--- src/rtl/gps_ca_replica_if.sv ---
// Control and replica-output bundle between the chip-rate NCO/tracking
// controller and the GPS L1 C/A replica generator.
interface gps_ca_replica_if;
    logic       chip_en;
    logic       start;
    logic       stop;
    logic       retune;
    logic [3:0] sel_a;
    logic [3:0] sel_b;
    logic       ca_e;
    logic       ca_p;
    logic       ca_l;
    logic [9:0] chip_idx;
    logic       epoch;
    logic       bit_edge;
    logic       busy;

    // Controller side: drives strobes and tap selects, observes the replica.
    modport master (
        output chip_en, start, stop, retune, sel_a, sel_b,
        input  ca_e, ca_p, ca_l, chip_idx, epoch, bit_edge, busy
    );

    // Generator side.
    modport slave (
        input  chip_en, start, stop, retune, sel_a, sel_b,
        output ca_e, ca_p, ca_l, chip_idx, epoch, bit_edge, busy
    );
endinterface

--- src/rtl/gps_ca_replica.sv ---
// GPS L1 C/A Gold-code replica generator: G1/G2 LFSRs with runtime G2
// phase-selector taps, chip-rate advance, epoch-aligned retune and
// early/prompt/late outputs taken from a chip-shifted delay line.
module gps_ca_replica #(
    parameter int SPACING        = 1,
    parameter int EPOCHS_PER_BIT = 20
) (
    input  logic             clk,
    input  logic             reset_n,
    gps_ca_replica_if.slave  bus
);
    localparam int         DLY_LEN   = 2 * SPACING;
    localparam logic [9:0] LAST_CHIP = 10'd1022;
    localparam logic [5:0] EPB_LAST  = 6'(EPOCHS_PER_BIT - 1);

    typedef enum logic {IDLE, RUN} state_t;

    state_t              state_q;
    state_t              state_d;
    logic [10:1]         g1_q;
    logic [10:1]         g2_q;
    logic [3:0]          tap_a_q;
    logic [3:0]          tap_b_q;
    logic [3:0]          pend_a_q;
    logic [3:0]          pend_b_q;
    logic [9:0]          idx_q;
    logic [DLY_LEN-1:0]  dly_q;
    logic [5:0]          ep_cnt_q;
    logic                epoch_q;
    logic                bit_edge_q;

    logic                restart;
    logic                advance;
    logic                wrap;
    logic                take_retune;
    logic                chip_val;
    logic [10:1]         g1_next;
    logic [10:1]         g2_next;

    // A tap outside stages 1..10 contributes nothing to the chip.
    function automatic logic g2_tap(input logic [10:1] g, input logic [3:0] t);
        logic v;
        v = 1'b0;
        case (t)
            4'd1:    v = g[1];
            4'd2:    v = g[2];
            4'd3:    v = g[3];
            4'd4:    v = g[4];
            4'd5:    v = g[5];
            4'd6:    v = g[6];
            4'd7:    v = g[7];
            4'd8:    v = g[8];
            4'd9:    v = g[9];
            4'd10:   v = g[10];
            default: v = 1'b0;
        endcase
        return v;
    endfunction

    // Current chip and the one-step LFSR successors (stage k -> k+1, feedback into stage 1).
    always_comb begin
        chip_val = g1_q[10] ^ g2_tap(g2_q, tap_a_q) ^ g2_tap(g2_q, tap_b_q);
        g1_next  = {g1_q[9:1], g1_q[3] ^ g1_q[10]};
        g2_next  = {g2_q[9:1], g2_q[2] ^ g2_q[3] ^ g2_q[6] ^ g2_q[8] ^ g2_q[9] ^ g2_q[10]};
    end

    // Run/idle state register.
    always_ff @(posedge clk or negedge reset_n) begin
        if (!reset_n) begin
            state_q <= IDLE;
        end else begin
            state_q <= state_d;
        end
    end

    // Next state and control strobes; start outranks stop, which outranks chip_en.
    always_comb begin
        state_d     = state_q;
        restart     = 1'b0;
        advance     = 1'b0;
        wrap        = 1'b0;
        take_retune = 1'b0;
        case (state_q)
            IDLE: begin
                if (bus.start) begin
                    state_d = RUN;
                    restart = 1'b1;
                end
            end
            RUN: begin
                if (bus.start) begin
                    restart = 1'b1;
                end else if (bus.stop) begin
                    state_d = IDLE;
                end else begin
                    take_retune = bus.retune;
                    advance     = bus.chip_en;
                    wrap        = bus.chip_en && (idx_q == LAST_CHIP);
                end
            end
            default: state_d = IDLE;
        endcase
    end

    // Code generator, tap registers, delay line and epoch/bit counters.
    always_ff @(posedge clk or negedge reset_n) begin
        if (!reset_n) begin
            g1_q       <= '1;
            g2_q       <= '1;
            tap_a_q    <= '0;
            tap_b_q    <= '0;
            pend_a_q   <= '0;
            pend_b_q   <= '0;
            idx_q      <= '0;
            dly_q      <= '0;
            ep_cnt_q   <= '0;
            epoch_q    <= 1'b0;
            bit_edge_q <= 1'b0;
        end else if (restart) begin
            g1_q       <= '1;
            g2_q       <= '1;
            tap_a_q    <= bus.sel_a;
            tap_b_q    <= bus.sel_b;
            pend_a_q   <= bus.sel_a;
            pend_b_q   <= bus.sel_b;
            idx_q      <= '0;
            dly_q      <= '0;
            ep_cnt_q   <= '0;
            epoch_q    <= 1'b0;
            bit_edge_q <= 1'b0;
        end else begin
            epoch_q    <= 1'b0;
            bit_edge_q <= 1'b0;
            if (take_retune) begin
                pend_a_q <= bus.sel_a;
                pend_b_q <= bus.sel_b;
            end
            if (advance) begin
                dly_q <= {dly_q[DLY_LEN-2:0], chip_val};
                if (wrap) begin
                    // A retune arriving with the wrapping strobe is used from chip 0 onward.
                    g1_q    <= '1;
                    g2_q    <= '1;
                    idx_q   <= '0;
                    tap_a_q <= take_retune ? bus.sel_a : pend_a_q;
                    tap_b_q <= take_retune ? bus.sel_b : pend_b_q;
                    epoch_q <= 1'b1;
                    if (ep_cnt_q == EPB_LAST) begin
                        ep_cnt_q   <= '0;
                        bit_edge_q <= 1'b1;
                    end else begin
                        ep_cnt_q <= ep_cnt_q + 6'd1;
                    end
                end else begin
                    g1_q  <= g1_next;
                    g2_q  <= g2_next;
                    idx_q <= idx_q + 10'd1;
                end
            end
        end
    end

    assign bus.busy     = (state_q == RUN);
    assign bus.ca_e     = (state_q == RUN) & chip_val;
    assign bus.ca_p     = (state_q == RUN) & dly_q[SPACING-1];
    assign bus.ca_l     = (state_q == RUN) & dly_q[DLY_LEN-1];
    assign bus.chip_idx = idx_q;
    assign bus.epoch    = epoch_q;
    assign bus.bit_edge = bit_edge_q;
endmodule

--- src/flat_wrapper.sv ---
// flat-port wrapper written by rule: the top's interface ports become plain ports
module gps_ca_replica_flat 
#(
    parameter int SPACING        = 1,
    parameter int EPOCHS_PER_BIT = 20
)
  (clk, reset_n, bus_chip_en, bus_start, bus_stop, bus_retune, bus_sel_a, bus_sel_b, bus_ca_e, bus_ca_p, bus_ca_l, bus_chip_idx, bus_epoch, bus_bit_edge, bus_busy);
  gps_ca_replica_if bus_i ();
  input  logic clk;
  input  logic reset_n;
  input wire logic [$bits(bus_i.chip_en)-1:0] bus_chip_en;
  input wire logic [$bits(bus_i.start)-1:0] bus_start;
  input wire logic [$bits(bus_i.stop)-1:0] bus_stop;
  input wire logic [$bits(bus_i.retune)-1:0] bus_retune;
  input wire logic [$bits(bus_i.sel_a)-1:0] bus_sel_a;
  input wire logic [$bits(bus_i.sel_b)-1:0] bus_sel_b;
  output wire logic [$bits(bus_i.ca_e)-1:0] bus_ca_e;
  output wire logic [$bits(bus_i.ca_p)-1:0] bus_ca_p;
  output wire logic [$bits(bus_i.ca_l)-1:0] bus_ca_l;
  output wire logic [$bits(bus_i.chip_idx)-1:0] bus_chip_idx;
  output wire logic [$bits(bus_i.epoch)-1:0] bus_epoch;
  output wire logic [$bits(bus_i.bit_edge)-1:0] bus_bit_edge;
  output wire logic [$bits(bus_i.busy)-1:0] bus_busy;
  assign bus_i.chip_en = bus_chip_en;
  assign bus_i.start = bus_start;
  assign bus_i.stop = bus_stop;
  assign bus_i.retune = bus_retune;
  assign bus_i.sel_a = bus_sel_a;
  assign bus_i.sel_b = bus_sel_b;
  assign bus_ca_e = bus_i.ca_e;
  assign bus_ca_p = bus_i.ca_p;
  assign bus_ca_l = bus_i.ca_l;
  assign bus_chip_idx = bus_i.chip_idx;
  assign bus_epoch = bus_i.epoch;
  assign bus_bit_edge = bus_i.bit_edge;
  assign bus_busy = bus_i.busy;
  gps_ca_replica #(.SPACING(SPACING), .EPOCHS_PER_BIT(EPOCHS_PER_BIT)) u_core (.clk(clk), .reset_n(reset_n), .bus(bus_i));
endmodule
--- config.mk ---
export PLATFORM = sky130hd
export DESIGN_NAME = gps_ca_replica_flat
export DESIGN_NICKNAME = d
export VERILOG_FILES = /design/src/rtl/gps_ca_replica_if.sv /design/src/rtl/gps_ca_replica.sv /design/src/flat_wrapper.sv
export SDC_FILE = /design/constraint.sdc
export NUM_CORES = 1
export LEC_CHECK = 0
export ABC_AREA = 1
export BUFFER_PORTS_ARGS = -buffer_cell sky130_fd_sc_hd__buf_4
export CAP_MARGIN = 20
export CORE_AREA = 2 2 76 78
export CTS_CLUSTER_DIAMETER = 50
export DETAILED_ROUTE_END_ITERATION = 8
export DIE_AREA = 0 0 78 80
export GPL_TIMING_DRIVEN = 0
export PLACE_DENSITY_LB_ADDON = 0.1
export SLEW_MARGIN = 30
export SYNTH_ARGS = -nofsm -noshare
export SYNTH_HDL_FRONTEND = slang
export SYNTH_SLANG_ARGS = --single-unit
--- constraint.sdc ---
create_clock -name clk -period 2.4 [get_ports clk]
set_input_delay 0.24 -clock clk [delete_from_list [all_inputs] [get_ports clk]]
set_output_delay 0.24 -clock clk [all_outputs]
set_load 0.01 [all_outputs]
==> results by group <==
Status
  • Status: complete, no violations

GRT
  • Global-route wire length before repair: around 11000 um
  • Initial antenna violation count: 0
  • Overall Global Routing Usage: 0.222
  • Via count of the first global-routing pass: approximately 2.4k
  • GRT overflow: 0
  • Largest net degree at the start of global routing: 58

Synth
  • Warnings from Yosys: 0
  • Mapped Cells: 330
  • Synthesized area per cell: 8.67 sq um
  • Cell taking the most area after synthesis: dfrtp_1
  • Synth area leaders: dfrtp_1, dfstp_2, nand2_1, inv_1, nand3_1
  • Synthesized flop and latch total: 57
  • Sequential fraction of the synthesis area: 0.507
  • Cell variety after synth: 34
  • Synthesized area: between 2000 and 3000 sq um
  • Synth top area share: 0.324
  • Syn Nets: about 350

Clock tree
  • CTS Hold Bufs: 1
  • Num CTS Buffers: 9
  • H-Tree Depth: 3
  • CTS tree: built
  • Worst skew pair latency: around 0.33 ns
  • Clock sinks: 57
  • Post-CTS setup buffers: 0
  • Root Buffer: clkbuf_8
  • CTS resizes: 0
  • CTS max path bufs: 2
  • Clk slew on worst S/H paths: roughly 0.060 ns

Floorplanning
  • Core Footprint: about 5400 sq um
  • Die width: between 70 and 80 um
  • Chip height: 80 um
  • Initial core utilization: 0.529
  • Io pins: 30
  • # rows: 27
  • Total Die Area: roughly 6200 sq um

Job
  • Number of maximum-capacitance violations: 0

STA
  • Setup-failing EPs final: 0
  • Hold Violations, Final: 0
  • Worst Max-Slew Pin Slew: 0.710 ns
  • Final period util: 0.878
  • Rel. slew slack: 0.527
  • Final setup TNS: 0 ns
  • Final WS setup: just under 0.3 ns
  • Minimum clock period: between 2 and 2.5 ns
  • RSZ-0062 raised after global routing: no
  • Layout Skew: 0.00642 ns
  • Max Slew Vio Count: 0
  • Fmax: 0.475 GHz

Layout
  • Share of cells above drive strength 1: 0.253
  • Antenna Cells: 0
  • Final net count: approximately 390
  • Area Overhead vs Synth: 19.1%

Worst setup path
  • Worst path arrival time: between 1.5 and 2 ns
  • CP Launch Point: u_core.tap_a_q[0]
  • Reg2reg setup slack: 0.71 ns
  • Startpoint types: flop
  • Crit-path max FO: 6
  • Reg2Reg Launch Point: u_core.bus.chip_idx[0]
  • FF-to-FF path depth: 10
  • Crit path kind: reg -> out
  • Worst setup EP type: output port
  • Critical Path RT: between 2 and 2.5 ns

Route
  • Post-DR vias/cell: 5.22
  • Routed via count: between 2k and 2.5k
  • Router iterations before antenna repair: 5
  • Average wire per standard cell: between 10 and 15 um
  • DRC: 0
  • Antenna Nets Post-Route: 0
  • Initial DRC count: 134
  • Final WL: 6110 um

Min path
  • Hold_sp: bus_stop
  • Hold path depth: 2
  • Worst hold path class: in -> reg

Placement
  • Setup WS pre-CTS: 0.647 ns
  • DP HPWL: about 4400 um
  • IO Port Bufs: 29
  • GPL Wtd Cong: 0.930

Pwr
  • Peak VDD IR: ~0.43 mV
  • PD cells: ~710 nW/um^2
  • Leakage: roughly 1.6 nW
-- sequential cells by signal (all words and copies together) (netlist names) --
signal,cells
u_core.bus.epoch,1
u_core.bus.busy,1
u_core.ep_cnt_q,6
u_core.bus.bit_edge,1
u_core.dly_q,2
u_core.tap_a_q,4
u_core.pend_a_q,4
u_core.g2_q,10
u_core.tap_b_q,4
u_core.bus.chip_idx,10
u_core.g1_q,10
u_core.pend_b_q,4
-- kinds of logic (layout without fill, tap and decap cells) --
logic type      count (synthesis)  count (layout)  share of synthesized area
xor+xnor                        6               6                     0.0184
simple gates                  141             141                      0.217
fa+ha+maj                       3               3                     0.0131
mux                            13              13                     0.0503
flops                          57              57                      0.507
buf+inv                        57             103                     0.0836
compound gates                 53              53                      0.110
-- cell type report --
| cell class | instances | area [sq um] |
|---|---|---|
| fillers | 499 | 2000 |
| well taps | 72 | 90.1 |
| multi-input cells | 216 | 1170 |
| plain buffers | 7 | 51.3 |
| inverters | 50 | 188 |
| repair buffers | 30 | 228 |
| clock inverters | 5 | 77.6 |
| clock buffers | 11 | 151 |
| flip-flops and latches | 57 | 1450 |
-- cell usage after synthesis --
| cell | n |
|---|---|
| nand2_1 | 70 |
| inv_1 | 45 |
| dfrtp_1 | 37 |
| nand3_1 | 31 |
| nor2_1 | 22 |
| dfstp_2 | 20 |
| a21oi_1 | 13 |
| o21ai_0 | 12 |
| o22ai_1 | 12 |
| nor3_1 | 8 |
| o21ai_1 | 8 |
| mux2_2 | 7 |
| inv_2 | 5 |
| mux2i_1 | 5 |
| buf_4 | 4 |
| ha_1 | 3 |
| nand2_2 | 3 |
| xnor2_1 | 3 |
| xor2_1 | 3 |
| buf_2 | 2 |
| nand4_1 | 2 |
| nor3_2 | 2 |
| o21a_1 | 2 |
| a22oi_2 | 1 |
| a31oi_1 | 1 |
| buf_6 | 1 |
| mux2_4 | 1 |
| nand4_2 | 1 |
| nor2_4 | 1 |
| nor4_1 | 1 |
| o211ai_1 | 1 |
| o21ai_2 | 1 |
| o21ai_4 | 1 |
| o21bai_1 | 1 |
-- worst max-delay path, cell delays in order (launching register included) --
cell     delay, ns
dfrtp_1       0.45
inv_1         0.12
nand3_1       0.08
nand2_1       0.05
nand2_1       0.07
nand2_1       0.06
nor2_1        0.17
nand3_1       0.09
nand3_1       0.12
nand2_1       0.07
nor2_1        0.10
buf_4         0.13
-- where the power goes --
group / leakage [nW] / total (W) / switching (W) / internal [W]
combinational: 0.811 / 0.000334 / 0.000197 / 0.000137
clock: 0.115 / 0.00101 / 0.000377 / 0.000637
sequential: 0.687 / 0.00107 / 0.0000493 / 0.00102
total: 1.61 / 0.00242 / 0.000623 / 0.00179
-- final timing paths --
path                                               end
worst min-delay path                   u_core.bus.busy
min in group asynchronous           u_core.pend_a_q[1]
worst min register to register         u_core.dly_q[1]
worst max-delay path                          bus_ca_e
max in group asynchronous       u_core.bus.chip_idx[9]
worst max register to register  u_core.bus.chip_idx[6]
-- stage by stage --
step | cell area, sq um | cells | utilization | power [W] | hold slack, ns
final | 3410 | 448 | 0.630 | 0.00242 | 0.115
after global routing | 3410 | 448 | 0.630 | 0.00254 | 0.101
after CTS | 3410 | 448 | 0.630 | 0.00244 | 0.103
after detailed placement | 3170 | 431 | 0.586 | 0.00142 | 0.342
after global placement | 3170 | 431 | 0.586 | 0.00141 | 0.346
after floorplan | 2860 | 330 | - | 0.00130 | -0.0556
-- layout by cell type, fill, tap and decap left out, types with 2 or more instances in the layout --
master	synthesis	routed
buf_4	4	33
xor2_1	3	3
clkinv_2	0	2
nor3_2	2	2
nand4_1	2	2
inv_2	5	5
a21oi_1	13	13
nor2_1	22	22
ha_1	3	3
nor3_1	8	8
xnor2_1	3	3
buf_2	2	2
o21ai_1	8	8
o21a_1	2	2
dfstp_2	20	20
o22ai_1	12	12
bufinv_16	0	2
o21ai_0	12	12
nand3_1	31	31
clkbuf_8	0	11
nand2_2	3	3
inv_1	45	45
dfrtp_1	37	37
nand2_1	70	70
mux2_2	7	7
mux2i_1	5	5
-- routing by layer --
| layer | global-route usage | up-vias | share of wire |
|---|---|---|---|
| met1 | 0.286 | 1101 | 0.45 |
| met2 | 0.358 | 71 | 0.48 |
| met5 | 0 | - | 0 |
| met3 | 0.0600 | 10 | 0.055 |
| li1 | - | 1156 | - |
| met4 | 0.0860 | 0 | 0.014 |
Note: power is estimated with default switching activity, not from simulation.
